===== config.mk =====
export PLATFORM = sky130hd
export DESIGN_NAME = fsgn_result_buf
export DESIGN_NICKNAME = d
export VERILOG_FILES = /design/src/rtl/fsgn_result_buf_pkg.sv /design/src/rtl/fsgn_result_buf_boxchk.sv /design/src/rtl/fsgn_result_buf.sv
export SDC_FILE = /design/constraint.sdc
export NUM_CORES = 1
export LEC_CHECK = 0
export BUFFER_PORTS_ARGS = -buffer_cell sky130_fd_sc_hd__buf_2
export CAP_MARGIN = 5
export CORE_MARGIN = 1.5
export CORE_UTILIZATION = 50
export CTS_CLUSTER_DIAMETER = 150
export DETAILED_ROUTE_END_ITERATION = 8
export PLACE_DENSITY = 0.73
export SLEW_MARGIN = 20
export SYNTH_ARGS = -nofsm -noshare
export SYNTH_HDL_FRONTEND = slang
export SYNTH_SLANG_ARGS = --single-unit

===== constraint.sdc =====
create_clock -name clk -period 5.28 [get_ports clk]
set_input_delay 0.792 -clock clk [delete_from_list [all_inputs] [get_ports clk]]
set_output_delay 0.792 -clock clk [all_outputs]
set_load 0.02 [all_outputs]

===== src/rtl/fsgn_result_buf_pkg.sv =====
// Shared FPU definitions used by the sign-injection result buffer:
// RISC-V fmt encodings, format widths and buffer occupancy states.
package fsgn_result_buf_pkg;

    localparam logic [1:0] S_FMT = 2'b00;
    localparam logic [1:0] D_FMT = 2'b01;
    localparam logic [1:0] H_FMT = 2'b10;
    localparam logic [1:0] Q_FMT = 2'b11;

    localparam int S_LEN = 32;
    localparam int D_LEN = 64;
    localparam int H_LEN = 16;
    localparam int Q_LEN = 128;

    typedef enum logic [1:0] {
        EMPTY = 2'd0,
        ONE   = 2'd1,
        FULL  = 2'd2
    } occ_e;

    function automatic int fmt_len(input logic [1:0] fmt);
        int len;
        case (fmt)
            S_FMT:   len = S_LEN;
            D_FMT:   len = D_LEN;
            H_FMT:   len = H_LEN;
            default: len = Q_LEN;
        endcase
        return len;
    endfunction

endpackage


===== src/rtl/fsgn_result_buf_boxchk.sv =====
// Combinational NaN-box check: every bit above the format width must be one.
// A format wider than the register cannot be boxed and reports 0.
module fsgn_boxchk
    import fsgn_result_buf_pkg::*;
#(
    parameter int FLEN    = 64,
    parameter int FMTBITS = 2
) (
    input  logic [FLEN-1:0]    res,
    input  logic [FMTBITS-1:0] fmt,
    output logic               ok
);

    function automatic logic box_ok(input logic [FLEN-1:0] r, input int w);
        logic all_ones;
        all_ones = 1'b1;
        for (int i = 0; i < FLEN; i++) begin
            if (i >= w && !r[i]) all_ones = 1'b0;
        end
        if (w > FLEN) all_ones = 1'b0;
        return all_ones;
    endfunction

    always_comb begin
        ok = 1'b0;
        // Encodings outside the 2-bit fmt space are treated as unboxable.
        if (fmt == FMTBITS'(fmt[1:0])) begin
            ok = box_ok(res, fmt_len(fmt[1:0]));
        end
    end

endmodule


===== src/rtl/fsgn_result_buf.sv =====
// Two-entry skid buffer between FPU sign injection and writeback.
// Registered in_ready and register-sourced outputs break the stall path.
module fsgn_result_buf
    import fsgn_result_buf_pkg::*;
#(
    parameter int FLEN    = 64,
    parameter int FMTBITS = 2,
    parameter int TAGW    = 5
) (
    input  logic               clk,
    input  logic               reset,
    input  logic               flush,
    input  logic               in_valid,
    output logic               in_ready,
    input  logic [FLEN-1:0]    in_res,
    input  logic [FMTBITS-1:0] in_fmt,
    input  logic [TAGW-1:0]    in_tag,
    output logic               out_valid,
    input  logic               out_ready,
    output logic [FLEN-1:0]    out_res,
    output logic [FMTBITS-1:0] out_fmt,
    output logic [TAGW-1:0]    out_tag,
    output logic               out_boxok
);

    occ_e               state_q;
    occ_e               state_d;
    logic               wr_ptr;
    logic               rd_ptr;
    logic               push;
    logic               pop;
    logic               box_ok;

    logic [FLEN-1:0]    res_mem [2];
    logic [FMTBITS-1:0] fmt_mem [2];
    logic [TAGW-1:0]    tag_mem [2];
    logic               box_mem [2];

    fsgn_boxchk #(
        .FLEN    (FLEN),
        .FMTBITS (FMTBITS)
    ) u_boxchk (
        .res (in_res),
        .fmt (in_fmt),
        .ok  (box_ok)
    );

    assign out_valid = (state_q != EMPTY) && !flush;
    assign push      = in_valid && in_ready && !flush;
    assign pop       = out_valid && out_ready;

    assign out_res   = res_mem[rd_ptr];
    assign out_fmt   = fmt_mem[rd_ptr];
    assign out_tag   = tag_mem[rd_ptr];
    assign out_boxok = box_mem[rd_ptr];

    always_comb begin
        state_d = state_q;
        case (state_q)
            EMPTY:   if (push) state_d = ONE;
            ONE: begin
                if (push && !pop)      state_d = FULL;
                else if (pop && !push) state_d = EMPTY;
            end
            FULL:    if (pop) state_d = ONE;
            default: state_d = EMPTY;
        endcase
        if (flush) state_d = EMPTY;
    end

    always_ff @(posedge clk or posedge reset) begin
        if (reset) begin
            state_q  <= EMPTY;
            wr_ptr   <= 1'b0;
            rd_ptr   <= 1'b0;
            in_ready <= 1'b1;
        end else begin
            state_q  <= state_d;
            // Ready is derived from the next occupancy, so a pop from FULL
            // only reopens the input on the following cycle.
            in_ready <= (state_d != FULL);
            if (flush) begin
                wr_ptr <= 1'b0;
                rd_ptr <= 1'b0;
            end else begin
                if (push) wr_ptr <= ~wr_ptr;
                if (pop)  rd_ptr <= ~rd_ptr;
            end
        end
    end

    always_ff @(posedge clk or posedge reset) begin
        if (reset) begin
            for (int i = 0; i < 2; i++) begin
                res_mem[i] <= '0;
                fmt_mem[i] <= '0;
                tag_mem[i] <= '0;
                box_mem[i] <= 1'b0;
            end
        end else if (push) begin
            res_mem[wr_ptr] <= in_res;
            fmt_mem[wr_ptr] <= in_fmt;
            tag_mem[wr_ptr] <= in_tag;
            box_mem[wr_ptr] <= box_ok;
        end
    end

endmodule

==> results by group <==
Cells and area
  – Commonest cells after routing, fill and taps aside: 207 x mux2_2, 149 x buf_2, 147 x dfrtp_1
  – Layout cells sized above 1: 0.665
  – Most common cell after layout, fill and taps aside: mux2_2
  – Final Cell Area: 8060 um2
  – Final cell count without fillers: 766
  – Ant diodes: 0
  – Nets: 658
  – Final core occ: 0.633
  – Area added between synthesis and finish: 22.6%
  – Fillers: 1013

Setup path
  – FF-to-FF End: res_mem[111]
  – Worst reg2reg path depth: 4
  – Startpoint type of the worst setup path: flip-flop
  – CP arrival: 2.15 ns
  – CP endpoint kind: primary output
  – CP max FO: 74
  – CP Class: flip-flop to primary output
  – Critical R2R Launch: in_ready
  – R2R setup slack: 3.37 ns
  – Crit path required time: 4.49 ns

Synthesis
  – Mapped cell area: 6570 um2
  – Avg Cell Area, Syn: 15.2 um2
  – Register area share after synthesis: 0.567
  – Synth Flop Type: dfrtp_1
  – Synthesized netlist cell count: 433
  – Ys async rst share: 1.00
  – Unique masters post-synth: 26
  – Yosys reg bits: 149
  – Post-synth EDFFs: 0
  – Syn nets: 509
  – Synth warn: 0

Clock tree
  – Clk Latency, worst-skew pair: 0.42 ns
  – Clock Path Buffers: 2
  – CTS sink count: 149
  – CTS Buf Count: 17
  – Post CTS Setup Buffer Count: 0
  – Hold_buf cts: 0
  – CTS H-Tree Depth: 4
  – Clock root buffer: clkbuf_16
  – CTS-repair resized insts: 0
  – CTS tree: built
  – Clock-pin slew on the worst setup and hold paths: 0.06 ns

Detailed routing
  – Vias per std cell: 5.32
  – DRT antenna net count: 0
  – First-pass DRT Iterations: 4
  – Wire per inst: 17.2 um
  – DRC Markers: 0
  – Via count: 4077
  – Routed wire length: 13200 um
  – Iter 0 DRT Violations: 143

Power and ir drop
  – Worst VDD drop: 0.000202 V
  – Static Leak: 3.63 nW
  – P per Cell Area: 478 nW/um2
  – Tot Pwr: 3.85 mW

GRT
  – Vias in the first global route: 4452
  – Global route overflow: 0
  – Pin count of the biggest net entering global routing: 101
  – All-Layer GR Usage: 0.202
  – First-pass GRT wire length: 22000 um
  – Antenna violations before repair: 0

Place
  – Post-place setup slack: 2.75 ns
  – Routability Congestion: 0.715
  – Placed cells: 735
  – Placed standard-cell area: 7410 um2
  – Hpwl dp: 8780 um
  – Port Buffers: 149

Hold path
  – WHS Endpoint: res_mem[69]
  – WHS Path Cells: 1
  – Hold_sp: res_mem[69]
  – Worst Hold Class: flip-flop to flip-flop

Floorplanning
  – Top-Level Pins: 150
  – Die Y: 118 um
  – Core area: 12700 um2
  – Die X: 118 um
  – FP Rows: 41
  – Die area: 13800 um2
  – Starting Density: 0.517

Timing
  – Worst Skew: 0.00394 ns
  – Unrepaired setup endpoints after global routing: false
  – Hold violation count in the final report: 0
  – Worst-Margin Slew: 1.03 ns
  – Final Cycle Share: 0.557
  – Slew HR: 0.310
  – Max Fclk: 340 MHz
  – Setup_tns: 0 ns
  – Hold_ws: 0.481 ns
  – Setup violators final: 0
  – Tmin final: 2.94 ns
  – Max-slew violation count: 0
  – Final worst slack: 2.34 ns

Run
  – Max Cap Viol: 0

Run status
  – Outcome: complete, no violations
## worst max path at each step
stage,start,endpoint,slack [ns]
after detailed placement,rd_ptr,out_res[62],2.75
after global placement,rd_ptr,out_res[62],2.76
final,rd_ptr,out_fmt[1],2.34
after CTS,rd_ptr,out_res[62],2.29
after floorplan,reset,box_mem[0],0.48
after global routing,rd_ptr,out_res[62],2.22
## flip-flops by register name, indices dropped and copies added, names as in the netlist
register,flops
res_mem,128
tag_mem,10
fmt_mem,4
box_mem,2
state_q,2
in_ready,1
rd_ptr,1
wr_ptr,1
## routing by layer
layer	GRT usage	up-vias	wire length [um]
li1	-	1877	-
met1	0.249	2084	5620
met2	0.334	95	6670
met3	0.0640	21	655
met4	0.0800	0	210
met5	0	-	0
## cell usage after synthesis (all sizes together), types with 2 or more instances
| master | number | area [um2] |
|---|---|---|
| inv | 2 | 7.51 |
| nand2 | 4 | 15.0 |
| nor2 | 6 | 22.5 |
| dfrtp | 148 | 3700 |
| nand3 | 2 | 10.0 |
| a21oi | 3 | 15.0 |
| nor4 | 2 | 12.5 |
| nor3 | 2 | 21.3 |
| nand4b | 2 | 17.5 |
| buf | 22 | 160 |
| xor2 | 2 | 17.5 |
| o21ai | 5 | 25.0 |
| nand4 | 10 | 62.6 |
| clkbuf | 2 | 7.51 |
| mux2 | 213 | 2400 |
## critical path, stage by stage (launching register included)
cell,delay [ns]
dfrtp_4,1.12
mux2_2,0.44
buf_2,0.16
## area by class of cell
class / count / area [um2] / area share
sequential: 149 / 3730 / 0.463
multi-input combinational: 258 / 2670 / 0.331
timing repair buffer: 154 / 783 / 0.0972
clock buffer: 23 / 498 / 0.0618
tap: 172 / 215 / 0.0267
clock inverter: 8 / 145 / 0.0180
inverter: 2 / 12.5 / 0.00155
## power breakdown
part           total [mW]  switching (mW)  internal [mW]
Combinational       0.932           0.444          0.488
Clock                1.29           0.445          0.850
Sequential           1.62           0.168           1.45
## logic make-up (layout without fill, tap and decap cells)
family / count (synthesis) / after routing / share of synthesized area
muxes: 213 / 213 / 0.365
DFF: 149 / 149 / 0.567
and+or+nand+nor: 32 / 32 / 0.0289
buffers and inverters: 26 / 187 / 0.0267
AOI/OAI and AO/OA: 11 / 11 / 0.00933
xor gates and xnor gates: 2 / 2 / 0.00267
Power figures use the tool's default switching activity.
